`src/rtl/fantasticfft_pkg.sv`:
```
// Shared types and constants for the FFT8 front end.
package fantasticfft_pkg;

    // Q8.8 fixed point: bits [7:0] integer, bits [-1:-8] fraction.
    typedef logic [7:-8] fixed_q88_t;

    localparam int FFT8_N = 8;

    localparam logic [15:0] Q88_MAX = 16'h7FFF;
    localparam logic [15:0] Q88_MIN = 16'h8000;

    // Framer capture state.
    typedef enum logic {
        FILL = 1'b0,
        WAIT = 1'b1
    } framer_state_t;

    // A frame closes on the eighth slot or on an early in_last.
    function automatic logic frame_closes(input logic [2:0] idx, input logic last);
        return (idx == 3'd7) || last;
    endfunction

endpackage

```
`src/rtl/fantasticfft_sat_q88.sv`:
```
// Combinational signed-integer to Q8.8 conversion with saturation.
// The sample is sign-extended into a word wide enough to hold the full
// shifted value, then range-checked against the 16-bit signed limits.
module fantasticfft_sat_q88
    import fantasticfft_pkg::*;
#(
    parameter int IN_W  = 12,
    parameter int SHIFT = 0
) (
    input  logic [IN_W-1:0] in_data,
    output fixed_q88_t      q,
    output logic            sat
);

    // Working width: at least 17 bits so bit 15 and everything above it exist.
    localparam int WIDE = (IN_W + 9 > 17) ? IN_W + 9 : 17;

    logic [WIDE-1:0]  ext_s;
    logic [WIDE-1:0]  shifted_s;
    logic [WIDE-16:0] top_s;

    // Sign-extend, scale by 2^(8-SHIFT), and clamp when the upper bits disagree with the sign.
    always_comb begin
        ext_s     = {{(WIDE - IN_W){in_data[IN_W-1]}}, in_data};
        shifted_s = ext_s << (8 - SHIFT);
        top_s     = shifted_s[WIDE-1:15];
        if ((top_s == '0) || (top_s == '1)) begin
            q   = shifted_s[15:0];
            sat = 1'b0;
        end else if (shifted_s[WIDE-1]) begin
            q   = Q88_MIN;
            sat = 1'b1;
        end else begin
            q   = Q88_MAX;
            sat = 1'b1;
        end
    end

endmodule

```
`src/rtl/fantasticfft_fft8_framer.sv`:
```
// Collects a valid/ready sample stream into 8-sample Q8.8 frames for FFT8.
// A capture buffer plus the output register form a two-deep frame pipeline;
// in_ready comes from a register so there is no path from out_ready to in_ready.
module fantasticfft_fft8_framer
    import fantasticfft_pkg::*;
#(
    parameter int IN_W  = 12,
    parameter int SHIFT = 0
) (
    input  logic            clk,
    input  logic            rst_n,
    input  logic [IN_W-1:0] in_data,
    input  logic            in_valid,
    output logic            in_ready,
    input  logic            in_last,
    output fixed_q88_t      x [0:FFT8_N-1],
    output logic            out_valid,
    input  logic            out_ready,
    output logic            out_padded,
    output logic            sat_flag
);

    framer_state_t state_q, state_d;
    logic [2:0]    idx_q, idx_d;
    fixed_q88_t    buf_q [0:FFT8_N-1];
    fixed_q88_t    buf_d [0:FFT8_N-1];
    logic          buf_pad_q, buf_pad_d;
    fixed_q88_t    x_q [0:FFT8_N-1];
    fixed_q88_t    x_d [0:FFT8_N-1];
    logic          out_valid_q, out_valid_d;
    logic          out_padded_q, out_padded_d;
    logic          sat_q, sat_d;
    logic          in_ready_q, in_ready_d;

    fixed_q88_t    conv_q_s;
    logic          conv_sat_s;
    fixed_q88_t    frame_s [0:FFT8_N-1];
    logic          accept_s;
    logic          close_s;
    logic          out_free_s;
    logic          pad_s;

    fantasticfft_sat_q88 #(
        .IN_W  (IN_W),
        .SHIFT (SHIFT)
    ) u_sat (
        .in_data (in_data),
        .q       (conv_q_s),
        .sat     (conv_sat_s)
    );

    // Capture buffer as it would look with the current sample in slot idx and zeros above it.
    always_comb begin
        for (int i = 0; i < FFT8_N; i++) begin
            if (i < int'(idx_q)) begin
                frame_s[i] = buf_q[i];
            end else if (i == int'(idx_q)) begin
                frame_s[i] = conv_q_s;
            end else begin
                frame_s[i] = '0;
            end
        end
    end

    // Next-state logic for capture FSM, output register and sticky saturation flag.
    always_comb begin
        state_d      = state_q;
        idx_d        = idx_q;
        buf_d        = buf_q;
        buf_pad_d    = buf_pad_q;
        x_d          = x_q;
        out_padded_d = out_padded_q;
        sat_d        = sat_q;

        accept_s   = in_valid && in_ready_q && (state_q == FILL);
        close_s    = accept_s && frame_closes(idx_q, in_last);
        out_free_s = !out_valid_q || out_ready;
        pad_s      = in_last && (idx_q != 3'd7);

        // A transfer drops out_valid unless a new frame loads on the same edge.
        if (out_valid_q && out_ready) begin
            out_valid_d = 1'b0;
        end else begin
            out_valid_d = out_valid_q;
        end

        case (state_q)
            FILL: begin
                if (accept_s) begin
                    buf_d = frame_s;
                    sat_d = sat_q | conv_sat_s;
                    if (close_s) begin
                        idx_d = 3'd0;
                        if (out_free_s) begin
                            x_d          = frame_s;
                            out_padded_d = pad_s;
                            out_valid_d  = 1'b1;
                        end else begin
                            buf_pad_d = pad_s;
                            state_d   = WAIT;
                        end
                    end else begin
                        idx_d = idx_q + 3'd1;
                    end
                end else begin
                    state_d = FILL;
                end
            end
            WAIT: begin
                if (out_ready) begin
                    x_d          = buf_q;
                    out_padded_d = buf_pad_q;
                    out_valid_d  = 1'b1;
                    idx_d        = 3'd0;
                    state_d      = FILL;
                end else begin
                    state_d = WAIT;
                end
            end
            default: begin
                state_d = FILL;
                idx_d   = 3'd0;
            end
        endcase

        in_ready_d = (state_d == FILL);
    end

    // State and datapath registers; everything clears asynchronously on reset.
    always_ff @(posedge clk or negedge rst_n) begin
        if (!rst_n) begin
            state_q      <= FILL;
            idx_q        <= 3'd0;
            buf_pad_q    <= 1'b0;
            out_valid_q  <= 1'b0;
            out_padded_q <= 1'b0;
            sat_q        <= 1'b0;
            in_ready_q   <= 1'b0;
            for (int i = 0; i < FFT8_N; i++) begin
                buf_q[i] <= '0;
                x_q[i]   <= '0;
            end
        end else begin
            state_q      <= state_d;
            idx_q        <= idx_d;
            buf_pad_q    <= buf_pad_d;
            out_valid_q  <= out_valid_d;
            out_padded_q <= out_padded_d;
            sat_q        <= sat_d;
            in_ready_q   <= in_ready_d;
            for (int i = 0; i < FFT8_N; i++) begin
                buf_q[i] <= buf_d[i];
                x_q[i]   <= x_d[i];
            end
        end
    end

    assign in_ready   = in_ready_q;
    assign x          = x_q;
    assign out_valid  = out_valid_q;
    assign out_padded = out_padded_q;
    assign sat_flag   = sat_q;

endmodule

```
`config.mk`:
```
export PLATFORM = sky130hd
export DESIGN_NAME = fantasticfft_fft8_framer
export DESIGN_NICKNAME = d
export VERILOG_FILES = /design/src/rtl/fantasticfft_pkg.sv /design/src/rtl/fantasticfft_sat_q88.sv /design/src/rtl/fantasticfft_fft8_framer.sv
export SDC_FILE = /design/constraint.sdc
export NUM_CORES = 1
export LEC_CHECK = 0
export ABC_CLOCK_PERIOD_IN_PS = 2400
export BUFFER_PORTS_ARGS = -buffer_cell sky130_fd_sc_hd__buf_2
export CAP_MARGIN = 20
export CORE_MARGIN = 2
export CORE_UTILIZATION = 38
export DETAILED_ROUTE_END_ITERATION = 16
export GPL_TIMING_DRIVEN = 0
export PLACE_DENSITY = 0.56
export RECOVER_POWER = 25
export SKIP_LAST_GASP = 1
export SLEW_MARGIN = 15
export SYNTH_ARGS = -nofsm -noshare
export SYNTH_HDL_FRONTEND = slang
export SYNTH_SLANG_ARGS = --single-unit
```
`constraint.sdc`:
```
create_clock -name clk -period 2.4 [get_ports clk]
set_clock_uncertainty 0.1 [all_clocks]
set_input_delay 0.48 -clock clk [delete_from_list [all_inputs] [get_ports clk]]
set_output_delay 0.48 -clock clk [all_outputs]
set_load 0.02 [all_outputs]
```
# Yosys cells after proc, flatten, opt, wreduce, memory -nomap -nowiden

Cells that the tools add are included.

Register bits after elaboration: 265
Input bits: 17
Output and inout bits: 132
Logic and storage cells: 107

Add/subtract/negate cells: 1
Order comparisons: 7
Eq/ne operators: 14
Mux-type cells: 43
Bitwise operators: 4
Reductions and logical operators: 15

Operators with widths:

| operator              | count |
|---|---|
| $mux W128             | 4 |
| $mux W16              | 17 |
| $pmux W128 S2         | 1 |
| $mux W1               | 14 |
| $eq A3 B3 Y1 const A  | 4 |
| $lt A3 B3 Y1 const A  | 3 |
| $mux W3               | 3 |
| $ne A2 B2 Y1 const B  | 4 |
| $reduce_and A4 Y1     | 2 |
| $eq A2 B3 Y1 const A  | 2 |
| $eq A6 B6 Y1 const B  | 1 |
| $logic_not A6 Y1      | 1 |
| $lt A1 B3 Y1 const A  | 2 |
| $lt A2 B3 Y1 const A  | 2 |
| $pmux W1 S2           | 3 |
| $pmux W3 S2           | 1 |
| $logic_and A1 B1 Y1   | 5 |
| $reduce_and A2 Y1     | 2 |
| $add A3 B1 Y3 const B | 1 |
| $eq A1 B3 Y1 const A  | 1 |
| $eq A3 B3 Y1 const B  | 1 |
| $logic_not A3 Y1      | 1 |
| $logic_or A1 B1 Y1    | 3 |
| $ne A3 B3 Y1 const B  | 1 |
| other kinds (3)       | 5 |

# Depth between registers and ports, before layout

Gate-level depths: netlist (run 1).

Word-level depth: 9
Depth in mapped cells: 10
Depth with buffers taken out: 6

# Hierarchy

A second synthesis (run 1) with hierarchy kept.

Cells, all modules: 1323
Area total of the unflattened synthesis: 11910.2 um^2

By module, submodules not included:

| module                   | instances | cells each | area each (um^2) | sequential area each (um^2) |
|---|---|---|---|---|
| fantasticfft_fft8_framer | 1         | 1281       | 11619.9          | 6631.4 |
| fantasticfft_sat_q88     | 1         | 42         | 290.3            | 0.0 |

# Least setup slack after synthesis (run 1)

Ideal clock, no wire load.

Kind: reg2reg
Start: register idx_q[0]
End: register x_q (netlist bit x[28])
Library setup time: 82 ps
Data arrival time: 2277 ps
Data required time: 2218 ps
Slack: -60 ps
Cell stages (with the launch flop): 11
Buffers on the path: 4
Period minus slack after synthesis: 2460 ps
Cells stage by stage: dfrtp_1 -> buf_6 -> clkbuf_1 -> inv_1 -> ha_1 -> a21bo_1 -> or3_1 -> buf_2 -> or3_1 -> buf_2 -> o22ai_1

Word-level cells in the longest chain between the ends: 7
Elaborated cells between the ends (all ways): 13
Those cells by class: 1 x order compare; 3 x eq/ne; 6 x mux; 3 x reduce/logical

RTL lines:

| element                                              | line                            | source |
|---|---|---|
| start: declaration                                   | fantasticfft_fft8_framer.sv:24  | `logic [2:0] idx_q, idx_d;` |
| start signal: assignment                             | fantasticfft_fft8_framer.sv:145 | `idx_q <= idx_d;` |
| branches (longest 7 deep; another with $lt A3 B3 Y1) | n/a                             |  |
| end signal: indexed assignment                       | fantasticfft_fft8_framer.sv:153 | `x_q[i] <= x_d[i];` |
| end: declaration                                     | fantasticfft_fft8_framer.sv:28  | `fixed_q88_t x_q [0:FFT8_N-1];` |

Several ways; the timed one is not identified. The select of a mux whose other input is x is not followed.
A chain may end at the register's enable or synchronous reset.

# Final worst setup path (run 1)

Start: register state_q
End: register x_q (netlist bit x[82])

Word-level cells in the longest chain between the ends: 5
Elaborated cells between the ends (all ways): 9
Those cells by class: 4 x eq/ne; 1 x mux; 1 x bitwise; 3 x reduce/logical

RTL lines:

| element                            | line                            | source |
|---|---|---|
| start: declaration                 | fantasticfft_fft8_framer.sv:23  | `framer_state_t state_q, state_d;` |
| start signal: assignment           | fantasticfft_fft8_framer.sv:144 | `state_q <= state_d;` |
| $not A1 Y1 (no source line)        | n/a                             |  |
| $logic_and A1 B1 Y1                | fantasticfft_fft8_framer.sv:75  | `accept_s = in_valid && in_ready_q && (state_q == FILL);` |
| $logic_and A1 B1 Y1                | fantasticfft_fft8_framer.sv:76  | `close_s = accept_s && frame_closes(idx_q, in_last);` |
| $ne A2 B2 Y1 (no source line)      | n/a                             |  |
| $reduce_and A4 Y1 (no source line) | n/a                             |  |

Parallel ways exist; a longest one is shown, timed or not.

==> impl_metrics.tcl, run 1 <==
set metrics [dict create \
    syn_inst 1070 \
    avgViaCountPerCell 5.37 \
    synth_compound_area_share_pct 21.7 \
    clk_path_buf_depth 3 \
    ir_worst_vdd_mv 0.531 \
    grt_max_degree 89 \
    htreeDepth 1 \
    p_seq_share_pct 41.6 \
    cp_max_fo 10 \
    hold_viol_final 0 \
    critPathTopFamily "simple AND/OR/NAND/NOR gates" \
    yosys_warnings 0 \
    slew_viol_final 0 \
    min_period_ps 2360 \
    hold_class "primary input to register" \
    dp_slack_ps -954 \
    place_congestion 0.905 \
    vias 8908 \
    stdcell_count 1659 \
    tritoncts "built" \
    synthSimpleGateAreaFrac_pct 15.1 \
    place_inst 1597 \
    rsz0062_at_grt "true" \
    cp.buffers_inverters 1 \
    ctsRootBufferMaster "clkbuf_16" \
    dr.pass1.iters 5 \
    sw_frac_of_total_pct 33.1 \
    tightest_slew_ps 1090 \
    first_global_vias 8613 \
    grt_remaining_overflow 0 \
    finalCritPeriodShare_pct 98.3 \
    synth_ff_type "dfrtp_1" \
    final_layout_size_suffix_gt1_share_pct 23.9 \
    wire_per_inst_um 19.8 \
    antenna_found_initial 4 \
    finalWirelength_um 32800 \
    finalSetupTns_ps 0 \
    path_clk_slew_ps 60 \
    end_kind "register" \
    cts_made_buffers 28 \
    p_int_w 0.00865 \
    crit_path_top_delay_cell "nor4_2" \
    drv_cap 0 \
    synth-async-reset-ratio_pct 100 \
    worst_ep_arrival_time_ps 2720 \
    dp_hpwl_um 23300 \
    use_met3_pct 3.98 \
    ys_types 57 \
    drtIter0Drc 771 \
    grtUsageMet2_pct 34.7 \
    syn-cell-area_um2 10800 \
    leakage_nw 6.81 \
    drc 0 \
    status "completed" \
    synth_xor_area_share_pct 0 \
    top_level_ports 149 \
    yosys.area_share.adder_pct 0.696 \
    p_clk_share_pct 32.6 \
    max_freq_ghz 0.424 \
    cp-start-kind "register" \
    top_usage_layer "met2" \
    clk_latency_ps 540 \
    finalNetCount 1286 \
    rows 61 \
    syn_to_final_growth_pct 24.0 \
    synth_nets 1093 \
    comb_power_share_pct 25.8 \
    ant_nets 0 \
    power.density_nw_per_um2 966 \
    io_buffers 146 \
    die_area_um2 29700 \
    crit_chain "buf_2 -> or2_0 -> nor4_2 -> a21oi_1 -> o21ai_0" \
    whs_ps 148 \
    setup_viol 0 \
    muxShareOfSynthArea_pct 0.104 \
    syn-mean-instance-area_um2 10.1 \
    final_cell_mix "dfrtp_1, nand2_1, buf_2, o21ai_0, a21oi_1" \
    start_util_pct 38.7 \
    synth_top_family_by_area "compound AO/OA/AOI/OAI gates" \
    slew-limit-headroom_pct 27.4 \
    cts_sinks 251 \
    p_switching_w 0.00427 \
    grt_pass1_wl_um 51200 \
    die_x_um 172 \
    worst_path_largest_cell_delay_ps 910 \
    ys_ff_latch 251 \
    cp.required_ps 2760 \
    n_fill_cell 2721 \
    synth_enable_flop_cells 0 \
    core_area_um2 27900 \
    final_common_cell "dfrtp_1" \
    fin_ws_ps 40.9 \
    ys_seq_area_share_pct 58.3 \
    die_h_um 172 \
    track_usage_pct 22.5 \
    final_util_pct 48.0 \
    gr-usage-met1_pct 32.5 \
    timing_worst_setup_path_type "register to register" \
]
[metrics by stage]
step,power (W),instance area (µm²)
6_report,0.0129,13400
5_1_grt,0.0136,13400
4_1_cts,0.0130,13300
3_5_place_dp,0.00860,12100
3_3_place_gp,0.00854,12000
2_1_floorplan,0.00736,10800
[synth_stat cells (4+ instances only)]
cell type | n | area [µm²]
clkbuf_1 | 56 | 210
inv_1 | 4 | 15.0
o221ai_1 | 7 | 61.3
a2bb2oi_1 | 7 | 61.3
nand2_1 | 163 | 612
a21o_1 | 65 | 488
o211ai_1 | 8 | 60.1
nand3_1 | 24 | 120
buf_2 | 16 | 80.1
nand2b_1 | 18 | 113
o22ai_1 | 14 | 87.6
o2bb2ai_1 | 7 | 61.3
a32oi_1 | 7 | 61.3
nor2_1 | 65 | 244
o21ai_1 | 10 | 50.1
o21ai_0 | 120 | 601
nor3_1 | 5 | 25.0
dfrtp_1 | 251 | 6280
a221o_1 | 21 | 210
a31oi_1 | 24 | 150
a21oi_1 | 70 | 350
or3_1 | 7 | 43.8
and3_1 | 31 | 194
buf_1 | 12 | 45.0
buf_4 | 7 | 52.6
ha_1 | 6 | 75.1
[routing by layer]
metal / wire length [µm] / vias up
met5: 24 / -
met4: 991 / 4
met3: 1920 / 56
met2: 14600 / 255
met1: 15300 / 4400
li1: - / 4193
[cells by family after synthesis]
family                   Yosys count
AO/OA/AOI/OAI                    371
flip-flops                       251
multiplexers                       1
buffers and inverters            100
AND/OR/NAND/NOR                  341
adder cells (fa/ha/maj)            6
[sequential cells by signal (all words and copies together), names as in the netlist]
register,count
out_padded,1
buf_q,121
x,121
out_valid,1
in_ready,1
idx_q,3
state_q,1
buf_pad_q,1
sat_flag,1
[worst reg2reg max path, delay by kind of cell, from the launching register on]
kind,cells,cell delay (ps)
AOI/OAI and AO/OA,2,280
buffers and inverters,1,220
and+or+nand+nor,2,1280
DFF,1,390
[worst paths after layout]
path	startpoint	to	slack, ps	depth (start not counted)
setup / recovery	state_q	x[82]	40	5
hold / removal	in_last	idx_q[2]	150	2
hold reg to reg	x[82]	x[82]	370	2
max in group asynchronous	rst_n	x[99]	220	4
setup reg to reg	state_q	x[82]	40	5
min in group asynchronous	rst_n	x[86]	570	2
[what timing repair did]
item,in CTS,in global routing
setup buffers,10,8
hold buffers,1,0
cloned,0,0
endpoints found under the hold margin,21,0
setup endpoints to repair,166,193
resized for setup,66,46
pin swaps,3,2
[power groups by stage]
stage                     clock network (W)  registers, W  logic [W]
after floorplan                           0       0.00592    0.00145
after global placement                    0       0.00544    0.00310
after detailed placement                  0       0.00545    0.00315
after CTS                           0.00429       0.00538    0.00329
after global routing                0.00446       0.00547    0.00365
final                               0.00421       0.00538    0.00333
[layout make-up]
cell class	count	area (µm²)	share of cell area, %
sequential	251	6280	47.0
multi-input combinational	719	4170	31.2
timing repair buffer	168	957	7.16
clock buffer	41	840	6.28
buffer	90	548	4.10
tap	378	473	3.54
clock inverter	6	66.3	0.496
inverter	5	27.5	0.206
antenna	1	2.50	0.0187
No activity file was read; power rests on OpenSTA's default activity.
==> run 2, diff against run 1 <==
--- a/config.mk
+++ b/config.mk
@@ -14,5 +14,5 @@
 export GPL_TIMING_DRIVEN = 0
 export PLACE_DENSITY = 0.56
-export RECOVER_POWER = 25
+export RECOVER_POWER = 50
 export SKIP_LAST_GASP = 1
 export SLEW_MARGIN = 15
==> constraint.sdc (replaced) <==
create_clock -name clk -period 2.4 [get_ports clk]
set_clock_uncertainty 0.1 [all_clocks]
set_input_delay 0 -clock clk [delete_from_list [all_inputs] [get_ports clk]]
set_output_delay 0 -clock clk [all_outputs]
set_load 0.02 [all_outputs]
==> run 2 against run 1 <==
Compared with the run above:
- setup slack worse by 3.3 ps
- sequential cell count unchanged
- combinational power down 3%
- critical path depth up 4
- final cell count up 0.72%
- sequential share of layout area up 0.14 points
- die area unchanged
- worst hold slack worse by 91 ps
- utilization down 0.14 points
- routed wire length up 1.5%
- fmax down 0.14%
- critical endpoint is now x[46]
==> impl_metrics.tcl, run 2 (synthesis gave the netlist of run 1 again) <==
set metrics [dict create \
    end_kind "register" \
    place_congestion 0.905 \
    cts_sinks 251 \
    met2_wirelength_um 14800 \
    final_layout_size_suffix_gt1_share_pct 13.3 \
    grt_max_degree 89 \
    tightest_slew_ps 1270 \
    vias 9006 \
    multi_input_area_um2 4170 \
    rsz0062_at_grt "true" \
    p_seq_share_pct 42.0 \
    syn_to_final_growth_pct 23.6 \
    drv_cap 0 \
    min-delay-start "in_data[7]" \
    finalNetCount 1299 \
    final_cell_mix "dfrtp_1, nand2_1, clkbuf_1, o21ai_0, a21oi_1" \
    cts_made_buffers 28 \
    finalCritPeriodShare_pct 98.4 \
    die_x_um 172 \
    top_layer "met4" \
    htreeDepth 1 \
    core_area_um2 27900 \
    clk_latency_ps 550 \
    ir_worst_vdd_mv 0.517 \
    top_level_ports 149 \
    drtIter0Drc 769 \
    timing_worst_setup_path_type "register to register" \
    max_freq_ghz 0.423 \
    drc 0 \
    grt_remaining_overflow 0 \
    dpl_cell_area_um2 12100 \
    hold_class "primary input to register" \
    rows 61 \
    min_period_ps 2360 \
    p_int_w 0.00854 \
    leakage_nw 6.37 \
    cp_max_fo 10 \
    antenna_found_initial 1 \
    n_fill_cell 2753 \
    p_clk_share_pct 32.9 \
    comb_power_share_pct 25.1 \
    die_area_um2 29700 \
    seq_area_um2 6280 \
    cp.required_ps 2730 \
    first_global_vias 8730 \
    sw_frac_of_total_pct 33.5 \
    p_switching_w 0.00430 \
    startpoint "idx_q[1]" \
    wl_met1_um 15400 \
    cp-start-kind "register" \
    diodes 0 \
    status "completed" \
    hold_viol_final 0 \
    finalWirelength_um 33300 \
    start_util_pct 38.7 \
    dr.pass1.iters 5 \
    worst_ep_arrival_time_ps 2690 \
    grt_pass1_wl_um 51900 \
    reg2reg_from "idx_q[1]" \
    path_clk_slew_ps 60 \
    dp_hpwl_um 23300 \
    avgViaCountPerCell 5.39 \
    slew-limit-headroom_pct 15.4 \
    io_buffers 146 \
    ctsRootBufferMaster "clkbuf_16" \
    wire_per_inst_um 19.9 \
    final_common_cell "dfrtp_1" \
    power.density_nw_per_um2 963 \
    finalSetupTns_ps 0 \
    ant_nets 0 \
    fin_area_um2 13300 \
    wl_met3_um 2180 \
    setup_viol 0 \
    die_h_um 172 \
    track_usage_pct 22.8 \
    slew_viol_final 0 \
    clk_path_buf_depth 3 \
    tritoncts "built" \
]
## run 2: worst max-delay path, cell delays in order (launching register included)
cell and delay (ps):
dfrtp_2 440, ha_1 210, ha_1 190, buf_6 150, o211a_4 250, o22ai_4 210
buf_6 140, buf_4 110, nor3_2 70, a221o_1 350
## run 2: final timing paths
check / endpoint / slack, ps / cells past startpoint
setup reg to reg: x[46] / 40 / 9
setup / recovery: x[46] / 40 / 9
hold / removal: sat_flag / 60 / 4
hold reg to reg: buf_q[108] / 370 / 2
min in group asynchronous: x[85] / 850 / 4
max in group asynchronous: x[113] / 290 / 5
## run 2: power by group through the flow
| stage | logic (W) | registers, W | clock network, W |
|---|---|---|---|
| 3_5_place_dp | 0.00315 | 0.00545 | 0 |
| 4_1_cts | 0.00332 | 0.00538 | 0.00429 |
| 3_3_place_gp | 0.00310 | 0.00544 | 0 |
| 6_report | 0.00322 | 0.00539 | 0.00422 |
| 2_1_floorplan | 0.00145 | 0.00592 | 0 |
| 5_1_grt | 0.00354 | 0.00548 | 0.00446 |
## run 2: routing by layer
layer  global-route usage [%]  vias to the layer above
li1                         -                     4210
met1                     33.2                     4452
met2                     35.2                      290
met3                     3.52                       54
met4                     6.65                        0
met5                        0                        -
## run 2: final cells by class
| type | count | share of cell area, % |
|---|---|---|
| clock inverters | 6 | 0.497 |
| flip-flops and latches | 251 | 47.1 |
| well taps | 378 | 3.55 |
| plain buffers | 90 | 4.11 |
| multi-input cells | 719 | 31.3 |
| clock buffers | 41 | 6.30 |
| repair buffers | 181 | 6.95 |
| inverters | 5 | 0.206 |
## run 2: through the flow
stage / total power (W) / worst slack (ps) / util, % / instances / hold slack, ps
after floorplan: 0.00736 / 17.1 / - / 1070 / -396
after global placement: 0.00854 / -3420 / 43.1 / 1594 / 186
after detailed placement: 0.00860 / -954 / 43.4 / 1597 / -267
after CTS: 0.0130 / -26.3 / 48.2 / 1667 / 33.8
after global routing: 0.0135 / -123 / 47.9 / 1671 / 89.8
final: 0.0128 / 37.6 / 47.9 / 1671 / 57.0
## run 2: timing repair
action,in CTS,in global routing
setup buffers,10,6
setup endpoints to repair,154,162
pin swaps,3,2
hold endpoints to repair,232,0
gates resized for setup,65,37
hold buffers,16,0
